==> config.mk <==
export PLATFORM = sky130hd
export DESIGN_NAME = pool2d_stream
export DESIGN_NICKNAME = d
export VERILOG_FILES = /design/src/rtl/pool2d_stream.sv
export SDC_FILE = /design/constraint.sdc
export NUM_CORES = 1
export LEC_CHECK = 0
export CORE_ASPECT_RATIO = 0.7
export CORE_MARGIN = 1
export CORE_UTILIZATION = 50
export DETAILED_ROUTE_END_ITERATION = 10
export GPL_TIMING_DRIVEN = 0
export PLACE_DENSITY = 0.66
export SLEW_MARGIN = 20
export SYNTH_ARGS = -nofsm -noshare
export SYNTH_HDL_FRONTEND = slang
export SYNTH_SLANG_ARGS = --single-unit
==> constraint.sdc <==
create_clock -name clk -period 9.98 [get_ports clk]
set_input_delay 1.497 -clock clk [delete_from_list [all_inputs] [get_ports clk]]
set_output_delay 1.497 -clock clk [all_outputs]
set_load 0.05 [all_outputs]
==> src/rtl/pool2d_stream.sv <==
// Streaming 2x2 / stride-2 max or average pooling over a row-major feature map.
// A half-row line buffer holds horizontal pair results of each even row until the odd row completes them.
module pool2d_stream #(
  parameter int unsigned WIDTH    = 16,
  parameter int unsigned MAX_COLS = 64,
  parameter int unsigned MAX_ROWS = 64,
  parameter int unsigned SIGNED   = 1
) (
  input  logic                        clk,
  input  logic                        rst,
  input  logic                        start,
  input  logic [$clog2(MAX_COLS):0]   cfg_cols,
  input  logic [$clog2(MAX_ROWS):0]   cfg_rows,
  input  logic                        cfg_mode,
  input  logic [WIDTH-1:0]            data_in,
  input  logic                        data_in_en,
  output logic [WIDTH-1:0]            data_out,
  output logic                        data_out_en,
  output logic                        busy,
  output logic                        done
);

  localparam int unsigned CW = $clog2(MAX_COLS) + 1;
  localparam int unsigned RW = $clog2(MAX_ROWS) + 1;
  localparam int unsigned BD = MAX_COLS / 2;
  localparam int unsigned BW = $clog2(BD);

  typedef enum logic {IDLE, RUN} state_t;

  state_t           state, state_n;
  logic [CW-1:0]    cols_q, c;
  logic [RW-1:0]    rows_q, r;
  logic             mode_q;
  logic [WIDTH-1:0] pair;
  logic [WIDTH:0]   line_buf [BD];

  logic             accept, c_last, r_last, in_win, done_n, out_en_n;
  logic [WIDTH:0]   pe, xe, h, b;
  logic [WIDTH+1:0] sum4;
  logic [WIDTH-1:0] pooled;

  function automatic logic [WIDTH:0] ext1(input logic [WIDTH-1:0] x);
    return {(SIGNED != 0) && x[WIDTH-1], x};
  endfunction

  function automatic logic [WIDTH+1:0] ext2(input logic [WIDTH:0] x);
    return {(SIGNED != 0) && x[WIDTH], x};
  endfunction

  function automatic logic gt(input logic [WIDTH:0] a, input logic [WIDTH:0] y);
    return (SIGNED != 0) ? ($signed(a) > $signed(y)) : (a > y);
  endfunction

  // Datapath and next-state logic
  always_comb begin
    state_n  = state;
    done_n   = 1'b0;
    out_en_n = 1'b0;
    accept   = (state == RUN) && data_in_en;
    c_last   = (c == cols_q - CW'(1));
    r_last   = (r == rows_q - RW'(1));
    in_win   = (c < (cols_q & ~CW'(1))) && (r < (rows_q & ~RW'(1)));
    pe       = ext1(pair);
    xe       = ext1(data_in);
    h        = mode_q ? (pe + xe) : (gt(pe, xe) ? pe : xe);
    b        = line_buf[BW'(c >> 1)];
    sum4     = ext2(h) + ext2(b);
    // After truncation to WIDTH, arithmetic and logical >>2 yield the same bits
    pooled   = mode_q ? WIDTH'(sum4 >> 2) : (gt(h, b) ? h[WIDTH-1:0] : b[WIDTH-1:0]);
    case (state)
      IDLE: begin
        if (start) begin
          if ((cfg_cols < CW'(2)) || (cfg_rows < RW'(2))) done_n = 1'b1;
          else state_n = RUN;
        end
      end
      RUN: begin
        out_en_n = accept && in_win && c[0] && r[0];
        if (accept && c_last && r_last) begin
          state_n = IDLE;
          done_n  = 1'b1;
        end
      end
      default: state_n = IDLE;
    endcase
  end

  always_ff @(posedge clk) begin
    if (rst) state <= IDLE;
    else     state <= state_n;
  end

  // Config latch, counters, pair register and registered outputs
  always_ff @(posedge clk) begin
    if (rst) begin
      cols_q      <= '0;
      rows_q      <= '0;
      mode_q      <= 1'b0;
      c           <= '0;
      r           <= '0;
      pair        <= '0;
      data_out    <= '0;
      data_out_en <= 1'b0;
      busy        <= 1'b0;
      done        <= 1'b0;
    end else begin
      done        <= done_n;
      data_out_en <= out_en_n;
      data_out    <= out_en_n ? pooled : '0;
      busy        <= (state_n == RUN);
      if (state == IDLE) begin
        c <= '0;
        r <= '0;
        if (start) begin
          cols_q <= cfg_cols;
          rows_q <= cfg_rows;
          mode_q <= cfg_mode;
        end
      end else if (accept) begin
        if (in_win && !c[0]) pair <= data_in;
        if (c_last) begin
          c <= '0;
          r <= r_last ? '0 : r + RW'(1);
        end else begin
          c <= c + CW'(1);
        end
      end
    end
  end

  // Even rows park horizontal results; contents need no reset
  always_ff @(posedge clk) begin
    if (accept && in_win && c[0] && !r[0]) line_buf[BW'(c >> 1)] <= h;
  end

endmodule

==> metrics.txt <==
status=finished, final reports clean; GP Congestion=0.928; IO Port Bufs=52; ys flop type=edfxtp_1; largest net degree at the start of global routing=35; DR iter-0 viols=1552; first-pass GRT wire length=approximately 100 mm; Reg clk slew, reported paths=roughly 70 ps; Clock Skew=approximately 32 ps; commonest cells after routing, fill and taps aside=544 x edfxtp_1, 170 x mux4_2, 83 x nor2_1; fraction of layout cells with a size suffix above 1=0.215; power per cell area=173 nW/um^2; die height=195 um; Switch Pwr=1200 uW; Root Driver=clkbuf_16; antenna violations before repair=0; CTS Sinks=roughly 600; CP cell instances=clkdlybuf4s50_1 -> inv_1 -> ha_1 -> nand4_1 -> a2111oi_0 -> nor2_1 -> a211oi_4 -> mux2_2 -> nor2_1 -> a21oi_4 -> ha_1 -> nand3_1 -> a21oi_1 -> o31a_1 -> o31a_1 -> o311ai_2 -> and2_1 -> buf_2 -> buf_2 -> mux2_2 -> o22ai_1; crit-path max FO=34; Routed WL=between 60 and 70 mm; Area Overhead vs Synth=15.6%; # Post-CTS Setup Buffers=0; drt wl/cell=between 20 and 30 um; sequential element share of the synthesized area=0.667; RSZ-0062 raised after global routing=no; overall power=5320 uW; endpoints failing setup=0; Clock Latency Late Sink=610 ps; period utilization=0.753; Die Wd=between 200 and 300 um; Total Nets Final=approximately 1800; CP max-delay cell=a21oi_4; total global routing overflow=0; GRT Overall Usage=0.247; Max-slew headroom=0.196; commonest non-fill, non-tap cell in the layout=edfxtp_1; reg2reg path depth=19; static leakage=0.00992 uW; internal power=4130 uW; TritonRoute pass-1 iters=5; cts bufs inserted=55; vias in the first global route=around 15000; core area=52400 sq um; cell count of the worst hold path=2; via count=approximately 15000; CTS tree=built; worst stage delay on the critical path=670 ps; worst min-delay path category=flip-flop to flip-flop; Max Root-Sink Buffers=3; Slew Viols, Final=0; syn_area_per_cell=17.1 sq um; Yosys Warn Count=0; Initial Util=0.507; Flop pwr share=0.538; WP depth=21; Setup TNS=0 ps; Residual DRC=0; Worst Tran Pin Value=1210 ps; Max IR drop VDD=163 uV; Clock Power Share=0.388; Via density=just over 6; CP arrival=between 7000 and 8000 ps; CP startpoint kind=primary input; Synth Cell Area=about 27000 sq um; Rows=70; CP required=10460 ps; fillers=3864; Logic pwr share=0.074; Post-synth EDFFs=544; switch share=0.224; H-Tree Depth=2; minimum clock period=between 7000 and 8000 ps; capturing element type of the critical path=flip-flop; Ports=54; WS Path Type=primary input to flip-flop; final hold vios=0; post-DP HPWL=44.2 mm; Post-synth ARST share=0; post-synthesis register bit count=around 600; Crit path max-delay family=compound AO/OA/AOI/OAI gates; hold_buf cts=0; Final ANT Viol Nets=0; total of max-cap violations=0; worst path bufs/invs=4; achievable clock frequency=133 MHz; syn_nets=around 1700; n_diodes=0; Die Area=54100 sq um; count of cell types in the netlist=67; Mapped Cells=1552; post-cts resize count=0
==> final cells by class <==
cell class	instances	area, sq um	share of cell area
multi-input combinational	800	8700	0.283
tap	684	856	0.0279
sequential	613	17700	0.577
buffer	70	320	0.0104
inverter	69	259	0.00843
clock buffer	65	1440	0.0467
timing repair buffer	77	1130	0.0368
clock inverter	33	290	0.00945
==> synth_stat cells, types with 12 or more instances <==
master	n	area [sq um]
mux4_2	170	3830
ha_1	80	1000
xnor2_1	36	315
buf_2	16	80.1
mux2_2	15	169
inv_1	68	255
mux2i_1	40	400
o21ai_0	14	70.1
nor2_1	114	428
nand2b_1	13	81.3
dfxtp_1	69	1380
edfxtp_1	544	16300
nand2_1	64	240
o22ai_1	12	75.1
nand3_1	16	80.1
nor3_1	14	70.1
clkbuf_1	37	139
nor2b_1	13	81.3
a21oi_1	69	345
xor2_1	21	184
==> cell families (layout without fill, tap and decap cells) <==
| family | after synthesis | in the layout | share of synthesized area |
|---|---|---|---|
| flip-flops | 613 | 613 | 0.667 |
| multiplexers | 225 | 225 | 0.166 |
| adder cells (fa/ha/maj) | 81 | 81 | 0.0384 |
| buffers and inverters | 139 | 314 | 0.0217 |
| AND/OR/NAND/NOR | 279 | 279 | 0.0487 |
| AO/OA/AOI/OAI | 157 | 157 | 0.0391 |
| XOR/XNOR | 58 | 58 | 0.0196 |
==> per-layer routing <==
layer  track usage  vias to the layer above  share of wire
li1              -                     6376              -
met1         0.397                     7684           0.46
met2         0.356                      597           0.44
met3        0.0446                       74          0.088
met4        0.0426                        0          0.014
met5             0                        -              0
==> power groups by stage <==
stage	combinational [uW]	sequential (uW)	clock, uW
6_report	394	2860	2070
5_1_grt	427	2860	2200
4_1_cts	391	2860	2090
3_5_place_dp	388	2920	0
3_3_place_gp	322	2930	0
2_1_floorplan	219	2920	0
==> flip-flops by register name, indices dropped and copies added, names as in the netlist, named ones only <==
| name | cells |
|---|---|
| c | 7 |
| mode_q | 1 |
| cols_q | 7 |
| data_out_en | 1 |
| busy | 1 |
| r | 7 |
| line_buf | 544 |
| data_out | 16 |
| rows_q | 7 |
| done | 1 |
| pair | 16 |
==> path summary, 6_finish.rpt <==
path / startpoint / endpoint / slack (ps)
setup / recovery: data_in[8] / data_out[13]$_SDFF_PP0_ / 2460
hold / removal: cols_q[6]$_SDFFE_PP0P_ / cols_q[6]$_SDFFE_PP0P_ / 520
setup reg to reg: pair[8]$_SDFFE_PP0P_ / data_out[13]$_SDFF_PP0_ / 3600
hold reg to reg: cols_q[6]$_SDFFE_PP0P_ / cols_q[6]$_SDFFE_PP0P_ / 520
==> worst min-delay path: stages (launching register included) <==
cell and delay (ps):
dfxtp_1 350, nand2_1 70, a21oi_1 60
==> per-stage QoR <==
step / utilization / instance area, sq um / worst slack (ps) / hold WS (ps) / cells
6_report: 0.586 / 30700 / 2460 / 523 / 2411
5_1_grt: 0.586 / 30700 / 2200 / 535 / 2411
4_1_cts: 0.586 / 30700 / 2640 / 520 / 2411
3_5_place_dp: 0.553 / 29000 / 2020 / 508 / 2313
3_3_place_gp: 0.534 / 27900 / 417 / 500 / 2288
2_1_floorplan: - / 26600 / 3220 / 461 / 1552
Note: power is estimated with default switching activity, not from simulation.
